===== src/rtl/noise_mixer_pwm_pkg.sv =====
// Shared types and widths for the noise mixer / PWM audio path.
package noise_pkg;

    localparam int PWM_W      = 8;
    localparam int LFSR_W     = 8;
    localparam int NUM_VOICES = 3;

    typedef enum logic [1:0] {
        ST_RUN  = 2'd0,
        ST_REQ  = 2'd1,
        ST_WAIT = 2'd2,
        ST_CAPT = 2'd3
    } seq_state_t;

    // Clamp the 10-bit voice total into the 8-bit sample range.
    function automatic logic [PWM_W-1:0] sat8(input logic [9:0] s);
        return (s > 10'd255) ? 8'hFF : s[7:0];
    endfunction

endpackage


===== src/rtl/noise_mixer_pwm_if.sv =====
// Link between the mixer and the three upstream LFSR generators.
interface noise_mixer_pwm_if;
    import noise_pkg::*;

    logic [NUM_VOICES-1:0] lfsr_en;
    logic [LFSR_W-1:0]     lfsr1;
    logic [LFSR_W-1:0]     lfsr2;
    logic [LFSR_W-1:0]     lfsr3;

    modport master (output lfsr_en, input lfsr1, lfsr2, lfsr3);
    modport slave  (input lfsr_en, output lfsr1, lfsr2, lfsr3);

endinterface


===== src/rtl/noise_mixer_pwm_core.sv =====
// PWM period counter and duty comparator; duty reloads only at period boundaries.
module noise_pwm_core
    import noise_pkg::*;
(
    input  logic             clk,
    input  logic             rst_n,
    input  logic             tick,
    input  logic [PWM_W-1:0] duty_in,
    input  logic             load,
    output logic [PWM_W-1:0] cnt,
    output logic             pwm_out
);

    logic [PWM_W-1:0] r_cnt;
    logic [PWM_W-1:0] r_duty;
    logic             r_pwm;

    always_ff @(posedge clk or negedge rst_n) begin
        if (!rst_n) begin
            r_cnt  <= '0;
            r_duty <= '0;
            r_pwm  <= 1'b0;
        end else begin
            if (tick) r_cnt <= r_cnt + 8'd1;
            if (load) r_duty <= duty_in;
            r_pwm <= (r_cnt < r_duty);
        end
    end

    assign cnt     = r_cnt;
    assign pwm_out = r_pwm;

endmodule


===== src/rtl/noise_mixer_pwm.sv =====
// Noise mixer: once per PWM period, strobe the enabled LFSRs, sum, saturate, attenuate.
//   state | meaning
//   RUN   | idle, waiting for the PWM period boundary
//   REQ   | advance strobe to the voices latched at the boundary
//   WAIT  | LFSR outputs settle after advancing
//   CAPT  | sum/saturate/shift into sample
module noise_mixer_pwm
    import noise_pkg::*;
#(
    parameter int PRESCALE = 1
) (
    input  logic                  clk,
    input  logic                  rst_n,
    input  logic [NUM_VOICES-1:0] key_en,
    input  logic [1:0]            vol,
    noise_mixer_pwm_if.master     lfsr,
    output logic [PWM_W-1:0]      sample,
    output logic                  sample_valid,
    output logic                  pwm_out
);

    seq_state_t            r_state;
    seq_state_t            w_next;
    logic [7:0]            r_pre;
    logic [NUM_VOICES-1:0] r_key_lat;
    logic [PWM_W-1:0]      r_sample;
    logic                  r_sample_valid;
    logic                  w_tick;
    logic                  w_boundary;
    logic [PWM_W-1:0]      w_cnt;
    logic [NUM_VOICES-1:0] w_lfsr_en;
    logic                  w_capt;
    logic [9:0]            w_sum;
    logic [PWM_W-1:0]      w_sat;

    assign w_tick     = (r_pre == 8'(PRESCALE - 1));
    assign w_boundary = w_tick && (w_cnt == 8'hFF);

    always_ff @(posedge clk or negedge rst_n) begin
        if (!rst_n) r_pre <= '0;
        else        r_pre <= w_tick ? 8'd0 : r_pre + 8'd1;
    end

    always_ff @(posedge clk or negedge rst_n) begin
        if (!rst_n) r_state <= ST_RUN;
        else        r_state <= w_next;
    end

    always_comb begin
        w_next = r_state;
        case (r_state)
            ST_RUN:  if (w_boundary) w_next = ST_REQ;
            ST_REQ:  w_next = ST_WAIT;
            ST_WAIT: w_next = ST_CAPT;
            ST_CAPT: w_next = ST_RUN;
            default: w_next = ST_RUN;
        endcase
    end

    always_comb begin
        w_lfsr_en = '0;
        w_capt    = 1'b0;
        case (r_state)
            ST_REQ:  w_lfsr_en = r_key_lat;
            ST_CAPT: w_capt = 1'b1;
            default: ;
        endcase
    end

    assign w_sum = 10'(r_key_lat[0] ? lfsr.lfsr1 : 8'h00)
                 + 10'(r_key_lat[1] ? lfsr.lfsr2 : 8'h00)
                 + 10'(r_key_lat[2] ? lfsr.lfsr3 : 8'h00);
    assign w_sat = sat8(w_sum);

    always_ff @(posedge clk or negedge rst_n) begin
        if (!rst_n) begin
            r_key_lat      <= '0;
            r_sample       <= '0;
            r_sample_valid <= 1'b0;
        end else begin
            if (w_boundary) r_key_lat <= key_en;
            if (w_capt)     r_sample  <= w_sat >> vol;
            r_sample_valid <= w_capt;
        end
    end

    noise_pwm_core u_core (
        .clk     (clk),
        .rst_n   (rst_n),
        .tick    (w_tick),
        .duty_in (r_sample),
        .load    (w_boundary),
        .cnt     (w_cnt),
        .pwm_out (pwm_out)
    );

    assign lfsr.lfsr_en = w_lfsr_en;
    assign sample       = r_sample;
    assign sample_valid = r_sample_valid;

endmodule


===== src/flat_wrapper.sv =====
// flat-port wrapper written by rule: the top's interface ports become plain ports
module noise_mixer_pwm_flat import noise_pkg::*;
#(
    parameter int PRESCALE = 1
)
  (clk, rst_n, key_en, vol, sample, sample_valid, pwm_out, lfsr_lfsr_en, lfsr_lfsr1, lfsr_lfsr2, lfsr_lfsr3);
  noise_mixer_pwm_if lfsr_i ();
  input  logic clk;
  input  logic rst_n;
  input  logic [NUM_VOICES-1:0] key_en;
  input  logic [1:0] vol;
  output logic [PWM_W-1:0] sample;
  output logic sample_valid;
  output logic pwm_out;
  output wire logic [$bits(lfsr_i.lfsr_en)-1:0] lfsr_lfsr_en;
  input wire logic [$bits(lfsr_i.lfsr1)-1:0] lfsr_lfsr1;
  input wire logic [$bits(lfsr_i.lfsr2)-1:0] lfsr_lfsr2;
  input wire logic [$bits(lfsr_i.lfsr3)-1:0] lfsr_lfsr3;
  assign lfsr_lfsr_en = lfsr_i.lfsr_en;
  assign lfsr_i.lfsr1 = lfsr_lfsr1;
  assign lfsr_i.lfsr2 = lfsr_lfsr2;
  assign lfsr_i.lfsr3 = lfsr_lfsr3;
  noise_mixer_pwm #(.PRESCALE(PRESCALE)) u_core (.clk(clk), .rst_n(rst_n), .key_en(key_en), .vol(vol), .lfsr(lfsr_i), .sample(sample), .sample_valid(sample_valid), .pwm_out(pwm_out));
endmodule

===== config.mk =====
export PLATFORM = sky130hd
export DESIGN_NAME = noise_mixer_pwm_flat
export DESIGN_NICKNAME = d
export VERILOG_FILES = /design/src/rtl/noise_mixer_pwm_pkg.sv /design/src/rtl/noise_mixer_pwm_if.sv /design/src/rtl/noise_mixer_pwm_core.sv /design/src/rtl/noise_mixer_pwm.sv /design/src/flat_wrapper.sv
export SDC_FILE = /design/constraint.sdc
export NUM_CORES = 1
export LEC_CHECK = 0
export BUFFER_PORTS_ARGS = -buffer_cell sky130_fd_sc_hd__buf_2
export CAP_MARGIN = 10
export CORE_UTILIZATION = 25
export CTS_CLUSTER_DIAMETER = 120
export DETAILED_ROUTE_END_ITERATION = 8
export GPL_TIMING_DRIVEN = 0
export SYNTH_ARGS = -nofsm -noshare
export SYNTH_HDL_FRONTEND = slang
export SYNTH_SLANG_ARGS = --single-unit

===== constraint.sdc =====
create_clock -name clk -period 4.5 [get_ports clk]
set_input_delay 0.225 -clock clk [delete_from_list [all_inputs] [get_ports clk]]
set_output_delay 0.225 -clock clk [all_outputs]
set_load 0.01 [all_outputs]

## Yosys cells after proc, flatten, opt, wreduce, memory -nomap -nowiden

Index checks and enable logic that the tools add are counted.

- Register bits after elaboration: 39
- Input port bits: 31
- Output and inout port bits: 13

- $add $sub $neg: 4
- $lt $le $gt $ge: 2
- Equality and inequality tests: 5
- Shifts and indexed selects: 1
- Muxes and demuxes: 9
- Reductions and logical operators: 3

Operators with widths:

| kind | number |
|---|---|
| $mux W8 | 5 |
| $add A10 B10 Y10 | 2 |
| $add A8 B1 Y8 const B | 2 |
| $gt A10 B8 Y1 const B | 1 |
| $eq A8 B8 Y1 const B | 1 |
| $logic_not A8 Y1 | 1 |
| $lt A8 B8 Y1 | 1 |
| $pmux W2 S4 | 1 |
| $shr A8 B2 Y8 | 1 |
| $eq A2 B2 Y1 const B | 2 |
| $mux W3 | 1 |
| $eq A2 B1 Y1 const B | 1 |
| $logic_not A2 Y1 | 1 |
| $mux W2 | 1 |
| $ne A2 B2 Y1 const B | 1 |
| $logic_and A1 B1 Y1 | 1 |
| $mux W1 | 1 |

## Depth between registers and ports, before layout

- Word-level depth: 6
- Mapped depth: 13

## By module

Synthesis repeated with hierarchy kept, for this count alone.

- Cells, all modules: 275
- Area, all modules: 2,653.8 sq um

By module, submodules not included:

| module | instances | cells each | area an instance (sq um) |
|---|---|---|---|
| noise_mixer_pwm | 1 | 198 | 1,836.8 |
| noise_pwm_core | 1 | 77 | 817.0 |

## Least setup slack after synthesis

Ideal clock, no wire load.

- Path type: register to register
- Start: reg u_core.r_key_lat[1]
- End: reg u_core.r_sample[0], in the netlist u_core.sample[0]
- Library setup time: 0.082 ns
- Data arrival time: 3.015 ns
- Required time: 4.418 ns
- Path slack: 1.403 ns
- Stages on the path, launching flop included: 13
- Path buffers: 2
- Clock period less this slack: 3.097 ns
- Path through: dfrtp_1 clkbuf_1 nand2_1 fa_1 inv_1 ha_1 a211oi_1 nor2_1 o2111a_1 a311o_1 and2_1 clkbuf_1 a31oi_1

- Longest elaborated chain between the ends: 6

Ends and longest elaborated chain:

| what | line | RTL |
|---|---|---|
| start: declaration | noise_mixer_pwm.sv:25 | `logic [NUM_VOICES-1:0] r_key_lat;` |
| start signal: assignment | noise_mixer_pwm.sv:81 | `if (w_boundary) r_key_lat <= key_en;` |
| $mux W8 * | noise_mixer_pwm.sv:71 | `+ 10'(r_key_lat[1] ? lfsr.lfsr2 : 8'h00)` |
| $add A10 B10 Y10 * | noise_mixer_pwm.sv:71 |  |
| $add A10 B10 Y10 * | noise_mixer_pwm.sv:72 | `+ 10'(r_key_lat[2] ? lfsr.lfsr3 : 8'h00);` |
| $gt A10 B8 Y1 | noise_mixer_pwm_pkg.sv:17 | `return (s > 10'd255) ? 8'hFF : s[7:0];` |
| $mux W8 * | noise_mixer_pwm_pkg.sv:17 |  |
| $shr A8 B2 Y8 * | noise_mixer_pwm.sv:82 | `if (w_capt) r_sample <= w_sat >> vol;` |
| end signal: assignment | noise_mixer_pwm.sv:82 |  |
| end: declaration | noise_mixer_pwm.sv:26 | `logic [PWM_W-1:0] r_sample;` |

Mark *: on every way between the ends. The rest lies on a longest branch, timed or not.
A chain may end at the register's enable or synchronous reset.

## Worst setup path after layout

- Start: reg u_core.r_key_lat[1]
- End: reg u_core.r_sample[6], in the netlist u_core.sample[6]

The elaborated chain is that of the path after synthesis.

==> results.toml <==
[synth]
yosysMostFrequentCell = "dfrtp_1"
synth.distinct_cells = 43
synth-compound-area-share_pct = 12.4
ys_ff_latch = 39
syn-num-nets = 353
synth_commonest_cells = "dfrtp_1, nand2_1, inv_1, nor2_1"
muxShareOfSynthArea_pct = 5.88
seq_area_frac_synth_pct = 36.1
yosysWarnings = 0
async_reset_ff_share_pct = 100
synth_top_family_by_area = "simple AND/OR/NAND/NOR gates"
synth-adder-area-share_pct = 16.8
synth_edf_count = 0
syn_inst = 291
synthFlopType = "dfrtp_1"
postSynthAreaPerCell_um2 = 9.29
syn_area_um2 = 2700
post-synth-top-area-cell = "dfrtp_1"
yosys.area_share.simple_pct = 18.4
synth_xor_area_share_pct = 4.86
yosysTopAreaCellShare_pct = 36.1
ys_top_cells_by_area = "dfrtp_1, ha_1, fa_1"

[hold_path]
hold_class = "input pin to asynchronous set/reset pin"

[grt]
grt_max_degree = 40
grt_util_all_layers_pct = 10.4
grt_pass1_vias = 2146
antenna_found_initial = 0
grt_overflow_total = 0
grt_pass1_wl_mm = 9.55

[floorplanning]
fp-row-count = 37
die_x_um = 106
core_um2 = 10400
die_h_um = 106
pin_count = 44
initial_core_util_pct = 26.0
die_area_um2 = 11200

[timing]
fin_hold_ws_ns = 0.0363
rsz0062_at_grt = "no"
slew_violations = 0
finalSetupViolCount = 0
fmax_mhz = 279
tightest_slew_ns = 0.832
timing.final.crit_share_pct = 79.6
relSlewSlack_pct = 44.6
hold_violations = 0
timing.final.crit_period_ns = 3.58
fin_tns_setup_ns = 0
finClkSkew_ns = 0.00717

[setup_path]
critPathSlowestCell = "fa_1"
crit_arrival_ns = 3.79
cp-start-kind = "flip-flop"
crit_type = "flip-flop to flip-flop"
path_cells = "clkbuf_1 > nand2_1 > fa_1 > inv_1 > ha_1 > a211oi_1 > nor2_1 > o2111a_1 > a311o_1 > and2_1 > clkbuf_1 > a31oi_1"
crit_path_start = "u_core.r_key_lat[1]"
timing.rr.start = "u_core.r_key_lat[1]"
worstPathMaxFanout = 10
regToRegEndpoint = "u_core.sample[6]"
max_stage_delay_ns = 0.55
path_common_cell = "clkbuf_1"
worst-path-buf-inv = 3
reg2regPathDepth = 12
r2r_slack_ns = 0.92
cp-end-kind = "flip-flop"
cp_top_family = "compound AO/OA/AOI/OAI gates"
required_ns = 4.71

[route]
drc = 0
drt_iter0_drc = 79
top_layer_used = "met4"
post_drt_wl_per_cell_um = 11.2
antenna_left = 0
avgViaCountPerCell = 4.41
route.met2.wl_mm = 2.51
vias = 2103
dr.pass1.iters = 4
dr_wl_met3_um = 197
wl_met1_mm = 2.54
drt-total-wl_mm = 5.32

[power_and_ir_drop]
total_power_mw = 0.604
power_density_nw_per_um2 = 191
leakagePower_nw = 1.46
peakVddDrop_uv = 153

[run]
drv_cap = 0

[cts]
postCtsSetupBuffers = 0
hold_buffers = 0
max-clock-path-buffers = 2
clk_pin_slew_worst_paths_ns = 0.07
clk_latency_ns = 0.29
htree_levels = 2
cts.sinks = 39
cts_tree = "yes"
post_cts_resize_count = 0
cts_root_buffer = "clkbuf_8"
cts_inserted_buffers = 5

[place]
dpl_cell_area_um2 = 3080
port_buffers = 42
dp_cells = 469
dp_hpwl_mm = 4.29
gp_congestion = 0.777

[final_layout]
diodes = 0
fin_nets = 402
areaGrowthSynthToFinish_pct = 17.2
layout-drive-gt1-share_pct = 17.9
fin_area_um2 = 3170
final_cells = 477

[status]
status = "completed"
==> area by class of cell <==
class / count / area (µm²)
Clock inverter: 2 / 12.5
Sequential cell: 39 / 976
Timing Repair Buffer: 42 / 210
Fill cell: 1118 / 7250
Inverter: 26 / 97.6
Multi-Input combinational cell: 213 / 1580
Clock buffer: 6 / 72.6
Buffer: 13 / 50.0
Tap cell: 136 / 170
==> registers in the layout (all words and copies together) (netlist names) <==
name,count
u_core.r_pre,8
u_core.r_key_lat,3
u_core.u_core.pwm_out,1
u_core.sample,8
u_core.u_core.r_duty,8
u_core.u_core.cnt,8
u_core.sample_valid,1
u_core.r_state,2
==> logic make-up (layout without fill, tap and decap cells) <==
kind of cell	after synthesis	in the layout
buffers and inverters	39	89
multiplexers	15	15
XOR/XNOR	15	15
adder cells (fa/ha/maj)	31	31
AO/OA/AOI/OAI	55	55
flip-flops	39	39
AND/OR/NAND/NOR	97	97
==> worst reg2reg max path: stages (launching register included) <==
cell	delay, ns
dfrtp_1	0.32
clkbuf_1	0.36
nand2_1	0.15
fa_1	0.55
inv_1	0.07
ha_1	0.29
a211oi_1	0.46
nor2_1	0.17
o2111a_1	0.26
a311o_1	0.35
and2_1	0.15
clkbuf_1	0.17
a31oi_1	0.20
==> report_power, final <==
| group | internal (mW) | leakage (nW) | switching [mW] | total, mW |
|---|---|---|---|---|
| Sequential | 0.350 | 0.504 | 0 | 0.350 |
| Clock | 0.108 | 0.0412 | 0.117 | 0.226 |
| Combinational | 0.0124 | 0.915 | 0.0159 | 0.0283 |
==> stage by stage <==
stage / setup WS [ns] / util, %
6_report: 0.919 / 30.4
5_1_grt: 0.553 / 30.4
4_1_cts: 0.869 / 30.4
3_5_place_dp: 0.899 / 29.6
3_3_place_gp: 0.948 / 29.6
2_1_floorplan: 1.40 / -
==> routing by layer <==
layer,up-vias,global-route usage [%]
met5,-,0
met4,0,3.27
met3,8,2.02
met2,36,18.1
met1,976,13.0
li1,1083,-
==> how the worst max path moves through the flow <==
stage,cells past startpoint,to,slack [ns]
floorplan,12,u_core.sample[0],1.40
global route,12,u_core.sample[2],0.55
global placement,12,u_core.sample[6],0.95
CTS,12,u_core.sample[6],0.87
finish,12,u_core.sample[6],0.92
detailed placement,12,u_core.sample[6],0.90
==> placed cells by master (no fill, tap or decap), types with 3 or more instances in the layout <==
cell	instances
xnor2_1	13
inv_1	26
and3_1	3
o21ai_0	22
a21oi_1	8
mux2_2	6
nor2b_1	3
clkbuf_1	12
nor3_1	5
nand4_1	3
dfrtp_1	39
fa_1	9
o22ai_1	3
clkbuf_8	5
nand2_1	31
mux2i_1	8
nor2_1	24
buf_2	43
ha_1	22
a31oi_1	9
and2_1	11
nand3_1	6
Note: power is estimated with default switching activity, not from simulation.
